**config.mk**
```make
export PLATFORM = sky130hd
export DESIGN_NAME = instr_prefetch_queue_flat
export DESIGN_NICKNAME = d
export VERILOG_FILES = /design/src/rtl/instr_prefetch_queue_if.sv /design/src/rtl/instr_prefetch_queue.sv /design/src/flat_wrapper.sv
export SDC_FILE = /design/constraint.sdc
export NUM_CORES = 1
export LEC_CHECK = 0
export CAP_MARGIN = 25
export CORE_MARGIN = 2
export CORE_UTILIZATION = 55
export CTS_CLUSTER_DIAMETER = 150
export DETAILED_ROUTE_END_ITERATION = 6
export PLACE_DENSITY = 0.87
export SLEW_MARGIN = 30
export SYNTH_ARGS = -nofsm -noshare
export SYNTH_HDL_FRONTEND = slang
export SYNTH_SLANG_ARGS = --single-unit
```
**constraint.sdc**
```tcl
create_clock -name clk -period 7.65 [get_ports clk]
set_input_delay 1.53 -clock clk [delete_from_list [all_inputs] [get_ports clk]]
set_output_delay 1.53 -clock clk [all_outputs]
set_load 0.1 [all_outputs]
```
**src/rtl/instr_prefetch_queue_if.sv**
```systemverilog
// Prefetch queue bus: instruction-memory req/ack handshake plus the head-of-queue port to IF_ID.
// master = the prefetch queue, slave = memory and the IF_ID consumer.
interface instr_prefetch_queue_if #(
  parameter int unsigned DEPTH  = 4,
  parameter int unsigned ADDR_W = 32
);
  localparam int unsigned CntW = $clog2(DEPTH + 1);

  logic              imem_req;
  logic [ADDR_W-1:0] imem_addr;
  logic              imem_ack;
  logic [31:0]       imem_data;
  logic              deq;
  logic              out_valid;
  logic [31:0]       out_instr;
  logic [ADDR_W-1:0] out_pcplus4;
  logic [CntW-1:0]   count;

  modport master (
    output imem_req, imem_addr, out_valid, out_instr, out_pcplus4, count,
    input  imem_ack, imem_data, deq
  );

  modport slave (
    input  imem_req, imem_addr, out_valid, out_instr, out_pcplus4, count,
    output imem_ack, imem_data, deq
  );
endinterface

```
**src/rtl/instr_prefetch_queue.sv**
```systemverilog
// Instruction prefetch queue: sequential fetch via req/ack into a FIFO of {instr, PC+4} pairs.
// Optional same-cycle empty-FIFO bypass from memory to the head: define PREFETCH_BYPASS_EN.
module instr_prefetch_queue #(
  parameter int unsigned DEPTH  = 4,
  parameter int unsigned ADDR_W = 32
) (
  input  logic                   clk,
  input  logic                   reset,
  input  logic [ADDR_W-1:0]      start_pc,
  input  logic                   redirect,
  input  logic [ADDR_W-1:0]      redirect_pc,
  instr_prefetch_queue_if.master bus
);
  localparam int unsigned PtrW = $clog2(DEPTH);
  localparam int unsigned CntW = $clog2(DEPTH + 1);
  localparam logic [CntW-1:0]   Full = CntW'(DEPTH);
  localparam logic [ADDR_W-1:0] Four = ADDR_W'(4);

  if (DEPTH < 2 || (DEPTH & (DEPTH - 1)) != 0) begin : gen_bad_depth
    $error("instr_prefetch_queue: DEPTH must be a power of two and at least 2");
  end

  typedef enum logic [1:0] {StIdle, StWait, StDiscard} state_e;

  state_e            state_q, state_d;
  logic [ADDR_W-1:0] fetch_pc_q, fetch_pc_d;
  logic [PtrW-1:0]   rd_ptr_q, rd_ptr_d;
  logic [PtrW-1:0]   wr_ptr_q, wr_ptr_d;
  logic [CntW-1:0]   count_q, count_d;
  logic [31:0]       instr_q [DEPTH];
  logic [ADDR_W-1:0] pc4_q   [DEPTH];

  logic              live_ack;
  logic              fifo_empty;
  logic              bypass_take;
  logic              enq;
  logic              pop;
  logic [ADDR_W-1:0] pc_plus4;

  assign pc_plus4   = fetch_pc_q + Four;
  // Acks are only meaningful while a live request is outstanding.
  assign live_ack   = (state_q == StWait) & bus.imem_ack;
  assign fifo_empty = (count_q == '0);

`ifdef PREFETCH_BYPASS_EN
  assign bypass_take = fifo_empty & live_ack & ~redirect & bus.deq;
`else
  assign bypass_take = 1'b0;
`endif

  assign enq = live_ack & ~redirect & ~bypass_take;
  assign pop = bus.deq & ~fifo_empty & ~redirect;

  // Pointer, count and fetch-address next state; redirect flushes and wins over everything.
  always_comb begin
    fetch_pc_d = fetch_pc_q;
    rd_ptr_d   = rd_ptr_q;
    wr_ptr_d   = wr_ptr_q;
    count_d    = count_q;
    if (redirect) begin
      fetch_pc_d = redirect_pc;
      rd_ptr_d   = '0;
      wr_ptr_d   = '0;
      count_d    = '0;
    end else begin
      if (live_ack) fetch_pc_d = pc_plus4;
      if (enq)      wr_ptr_d   = wr_ptr_q + PtrW'(1);
      if (pop)      rd_ptr_d   = rd_ptr_q + PtrW'(1);
      count_d = count_q + CntW'(enq) - CntW'(pop);
    end
  end

  always_ff @(posedge clk) begin
    if (reset) begin
      state_q    <= StIdle;
      fetch_pc_q <= start_pc;
      rd_ptr_q   <= '0;
      wr_ptr_q   <= '0;
      count_q    <= '0;
    end else begin
      state_q    <= state_d;
      fetch_pc_q <= fetch_pc_d;
      rd_ptr_q   <= rd_ptr_d;
      wr_ptr_q   <= wr_ptr_d;
      count_q    <= count_d;
    end
  end

  always_ff @(posedge clk) begin
    if (!reset && enq) begin
      instr_q[wr_ptr_q] <= bus.imem_data;
      pc4_q[wr_ptr_q]   <= pc_plus4;
    end
  end

  // Request issue decisions use the occupancy after this cycle's enqueue/dequeue.
  always_comb begin
    state_d = state_q;
    case (state_q)
      StIdle: begin
        if (redirect || count_d < Full) state_d = StWait;
      end
      StWait: begin
        if (redirect) begin
          state_d = bus.imem_ack ? StWait : StDiscard;
        end else if (bus.imem_ack) begin
          state_d = (count_d < Full) ? StWait : StIdle;
        end
      end
      StDiscard: begin
        // The abandoned request completes; fetch_pc already holds the redirect target.
        if (bus.imem_ack) state_d = StWait;
      end
      default: state_d = StIdle;
    endcase
  end

  always_comb begin
    bus.imem_req    = (state_q == StWait);
    bus.imem_addr   = fetch_pc_q;
    bus.out_valid   = ~fifo_empty;
    bus.out_instr   = instr_q[rd_ptr_q];
    bus.out_pcplus4 = pc4_q[rd_ptr_q];
`ifdef PREFETCH_BYPASS_EN
    if (fifo_empty && live_ack && !redirect) begin
      bus.out_valid   = 1'b1;
      bus.out_instr   = bus.imem_data;
      bus.out_pcplus4 = pc_plus4;
    end
`endif
  end

  assign bus.count = count_q;

  a_req_stable: assert property (@(posedge clk) disable iff (reset)
    (bus.imem_req && !bus.imem_ack && !redirect) |=> (bus.imem_req && $stable(bus.imem_addr)));

  a_no_ack_when_full: assert property (@(posedge clk) disable iff (reset)
    live_ack |-> (count_q < Full));
endmodule

```
**src/flat_wrapper.sv**
```systemverilog
// flat-port wrapper written by rule: the top's interface ports become plain ports
module instr_prefetch_queue_flat 
#(
  parameter int unsigned DEPTH  = 4,
  parameter int unsigned ADDR_W = 32
)
  (clk, reset, start_pc, redirect, redirect_pc, bus_imem_req, bus_imem_addr, bus_out_valid, bus_out_instr, bus_out_pcplus4, bus_count, bus_imem_ack, bus_imem_data, bus_deq);
  instr_prefetch_queue_if #(.DEPTH(DEPTH), .ADDR_W(ADDR_W)) bus_i ();
  input  logic clk;
  input  logic reset;
  input  logic [ADDR_W-1:0] start_pc;
  input  logic redirect;
  input  logic [ADDR_W-1:0] redirect_pc;
  output wire logic [$bits(bus_i.imem_req)-1:0] bus_imem_req;
  output wire logic [$bits(bus_i.imem_addr)-1:0] bus_imem_addr;
  output wire logic [$bits(bus_i.out_valid)-1:0] bus_out_valid;
  output wire logic [$bits(bus_i.out_instr)-1:0] bus_out_instr;
  output wire logic [$bits(bus_i.out_pcplus4)-1:0] bus_out_pcplus4;
  output wire logic [$bits(bus_i.count)-1:0] bus_count;
  input wire logic [$bits(bus_i.imem_ack)-1:0] bus_imem_ack;
  input wire logic [$bits(bus_i.imem_data)-1:0] bus_imem_data;
  input wire logic [$bits(bus_i.deq)-1:0] bus_deq;
  assign bus_imem_req = bus_i.imem_req;
  assign bus_imem_addr = bus_i.imem_addr;
  assign bus_out_valid = bus_i.out_valid;
  assign bus_out_instr = bus_i.out_instr;
  assign bus_out_pcplus4 = bus_i.out_pcplus4;
  assign bus_count = bus_i.count;
  assign bus_i.imem_ack = bus_imem_ack;
  assign bus_i.imem_data = bus_imem_data;
  assign bus_i.deq = bus_deq;
  instr_prefetch_queue #(.DEPTH(DEPTH), .ADDR_W(ADDR_W)) u_core (.clk(clk), .reset(reset), .start_pc(start_pc), .redirect(redirect), .redirect_pc(redirect_pc), .bus(bus_i));
endmodule
```
==> results.sh <==
export IMPL_p_total_uw=3840
export IMPL_slew_limit_headroom_pct=30.3
export IMPL_synth_cell_area_mm2=0.0120
export IMPL_worstPathCellList="buf_4, mux4_2, clkdlybuf4s50_1"
export IMPL_gp_congestion=0.902
export IMPL_hold_violations=0
export IMPL_run_status="complete, no violations"
export IMPL_antenna_found_initial=0
export IMPL_grt_pass1_vias=6997
export IMPL_place_area_mm2=0.0143
export IMPL_grt_max_degree=65
export IMPL_worstPathMaxFanout=34
export IMPL_stdcell_count=1139
export IMPL_crit_required_ps=6120
export IMPL_overflow=0
export IMPL_die_w_um=152
export IMPL_fin_area_mm2=0.0154
export IMPL_dr_total_vias=6766
export IMPL_hold_class="reg2reg"
export IMPL_fp_dieH_um=152
export IMPL_cp_top_family="buffers and inverters"
export IMPL_cts_resized=0
export IMPL_area_growth_pct=27.8
export IMPL_clockBufferDepth=3
export IMPL_clk_latency_ps=540
export IMPL_skew_ps=10.8
export IMPL_rsz0062_at_grt="false"
export IMPL_wirelength_um=26100
export IMPL_place_inst=1082
export IMPL_ant_nets=0
export IMPL_root_buffer="clkbuf_16"
export IMPL_avgRoutedWirePerCell_um=22.9
export IMPL_drc=0
export IMPL_synth_edff_count=288
export IMPL_synth_flop_cell="edfxtp_1"
export IMPL_grt_pass1_wl_um=40500
export IMPL_post_cts_buffers=0
export IMPL_power_frac_seq_pct=49.0
export IMPL_numCtsBuffers=29
export IMPL_final_setup_viol_count=0
export IMPL_p_switching_uw=929
export IMPL_fmaxAchievable_ghz=0.194
export IMPL_dp_slack_ps=2820
export IMPL_ys_ff_latch=299
export IMPL_p_per_area_mw_per_mm2=250
export IMPL_drt_vias_per_instance=5.94
export IMPL_min_period_ps=5150
export IMPL_die_area_mm2=0.0230
export IMPL_hold_path_endpoint="u_core.wr_ptr_q[1]"
export IMPL_setup_ws_ps=2500
export IMPL_first_iter_violations=650
export IMPL_clk_pin_slew_ps=60
export IMPL_r2r_start="u_core.bus.count[0]"
export IMPL_end_kind="output pin"
export IMPL_dp_hpwl_um=16400
export IMPL_rows=54
export IMPL_h_tree_depth=1
export IMPL_cp_slowest_cell="clkdlybuf4s50_1"
export IMPL_antenna_cells=0
export IMPL_p_int_uw=2910
export IMPL_ff2ff_path_depth=10
export IMPL_critPathArrivalTime_ps=3620
export IMPL_holdPathStages=2
export IMPL_setup_tns_ps=0
export IMPL_critPathLaunchType="flop"
export IMPL_track_usage_pct=22.7
export IMPL_core_area_mm2=0.0216
export IMPL_cpPeakStageDelay_ps=1000
export IMPL_synth_cell_types=51
export IMPL_nFillCells=1320
export IMPL_initial_core_util_pct=55.6
export IMPL_postCtsHoldBufs=0
export IMPL_avgSynthCellArea_um2=19.2
export IMPL_num_nets_final=945
export IMPL_synth_async_reset_ratio_pct=0
export IMPL_regToRegSetupSlack_ps=4870
export IMPL_synth_fp_nets=736
export IMPL_min_from="u_core.wr_ptr_q[1]"
export IMPL_cts_sinks=299
export IMPL_min_period_over_period_pct=67.3
export IMPL_io_buffers=201
export IMPL_cap_violations=0
export IMPL_slew_viol_final=0
export IMPL_power_leakage_uw=0.00501
export IMPL_timing_rr_end="u_core.state_q[0]"
export IMPL_drtPass1Iterations=5
export IMPL_worst_pin_slew_ps=1040
export IMPL_crit_buf_inv=2
export IMPL_critical_path_class="reg2out"
export IMPL_netlist_instances=627
export IMPL_ys_warn_count=0
export IMPL_seq_area_frac_synth_pct=73.8
export IMPL_layout_drive_gt1_share_pct=17.1
export IMPL_swShare_pct=24.2
export IMPL_p_comb_share_pct=11.6
export IMPL_cts_tree="built"
export IMPL_pin_count=202
export IMPL_vdd_drop_max_mv=0.171
export IMPL_power_share_clock_pct=39.4
-- cells in the final DEF, fill, tap and decap left out, types with 9 or more instances in the layout --
cell,count
xor2_1,13
o21ai_0,11
xnor2_1,17
clkdlybuf4s50_1,195
dfxtp_1,9
inv_1,12
mux4_2,64
nor2_1,16
nor3_1,10
mux2i_1,10
nand3_1,16
nand2_1,27
a22o_1,9
clkbuf_16,29
edfxtp_1,288
-- worst max-delay path by stage --
stage	startpoint	end	slack, ps	cells past startpoint
floorplan	u_core.state_q[0]	u_core.instr_q[0][0]	3310	4
global placement	redirect	u_core.instr_q[1][13]	2990	6
finish	flop	bus_out_instr[26]	2500	3
global route	flop	bus_out_instr[26]	2250	3
detailed placement	redirect	u_core.instr_q[1][14]	2820	6
CTS	flop	bus_out_instr[26]	2370	3
-- Yosys cell counts (9+ instances only) --
master    number  area (um2)
nand2_1       27         101
a22o_1         9        78.8
nor3_1        10        50.1
xnor2_1       17         149
inv_1         12        45.0
o21ai_0       11        55.1
nor2_1        16        60.1
mux2i_1       10         100
mux4_2        64        1440
nand3_1       16        80.1
dfxtp_1       11         220
xor2_1        13         114
clkbuf_1      16        60.1
edfxtp_1     288        8650
-- per-stage QoR --
| step | util, % | hold WS [ps] |
|---|---|---|
| floorplan | - | 469 |
| global placement | 66.1 | 485 |
| detailed placement | 66.0 | 500 |
| CTS | 70.8 | 509 |
| global route | 71.0 | 547 |
| finish | 71.0 | 512 |
-- metal layers --
layer | wire length (um) | global-route usage (%) | vias to the layer above
met3 | 2090 | 4.08 | 47
met4 | 641 | 6.85 | 0
met2 | 12800 | 37.1 | 331
met1 | 10600 | 31.8 | 3421
li1 | - | - | 2967
met5 | 0 | 0 | -
-- cell families after synthesis --
group / count (synthesis) / share of synthesized area, %
buf+inv: 42 / 1.50
mux: 76 / 13.0
fa+ha+maj: 8 / 0.895
xor+xnor: 30 / 2.19
flops: 299 / 73.8
compound gates: 52 / 3.19
simple gates: 120 / 5.42
-- tightest hold or removal path, stage by stage, from the launching register on --
cell,delay (ps)
dfxtp_1,340
nand2_1,70
a21oi_1,60
-- area by class of cell --
| class | instances | area (um2) | share of cell area, % |
|---|---|---|---|
| sequential | 299 | 8880 | 57.8 |
| multi-input combinational | 286 | 2980 | 19.4 |
| timing repair buffer | 208 | 2070 | 13.5 |
| clock buffer | 31 | 733 | 4.78 |
| tap | 280 | 350 | 2.28 |
| clock inverter | 23 | 297 | 1.93 |
| inverter | 12 | 45.0 | 0.293 |
-- power groups by stage --
stage	Clock [uW]	Combinational, uW	Sequential, uW
after floorplan	0	161	2040
after global placement	0	439	1910
after detailed placement	0	445	1910
after CTS	1530	446	1880
after global routing	1600	466	1880
final	1510	446	1880
-- registers in the layout, indices dropped and copies added (netlist names), named ones only --
register,cells
u_core.state_q,2
u_core.instr_q,128
u_core.bus.count,3
u_core.pc4_q,128
u_core.bus.imem_addr,32
u_core.wr_ptr_q,2
u_core.rd_ptr_q,2
(Power assumes the default switching activity.)
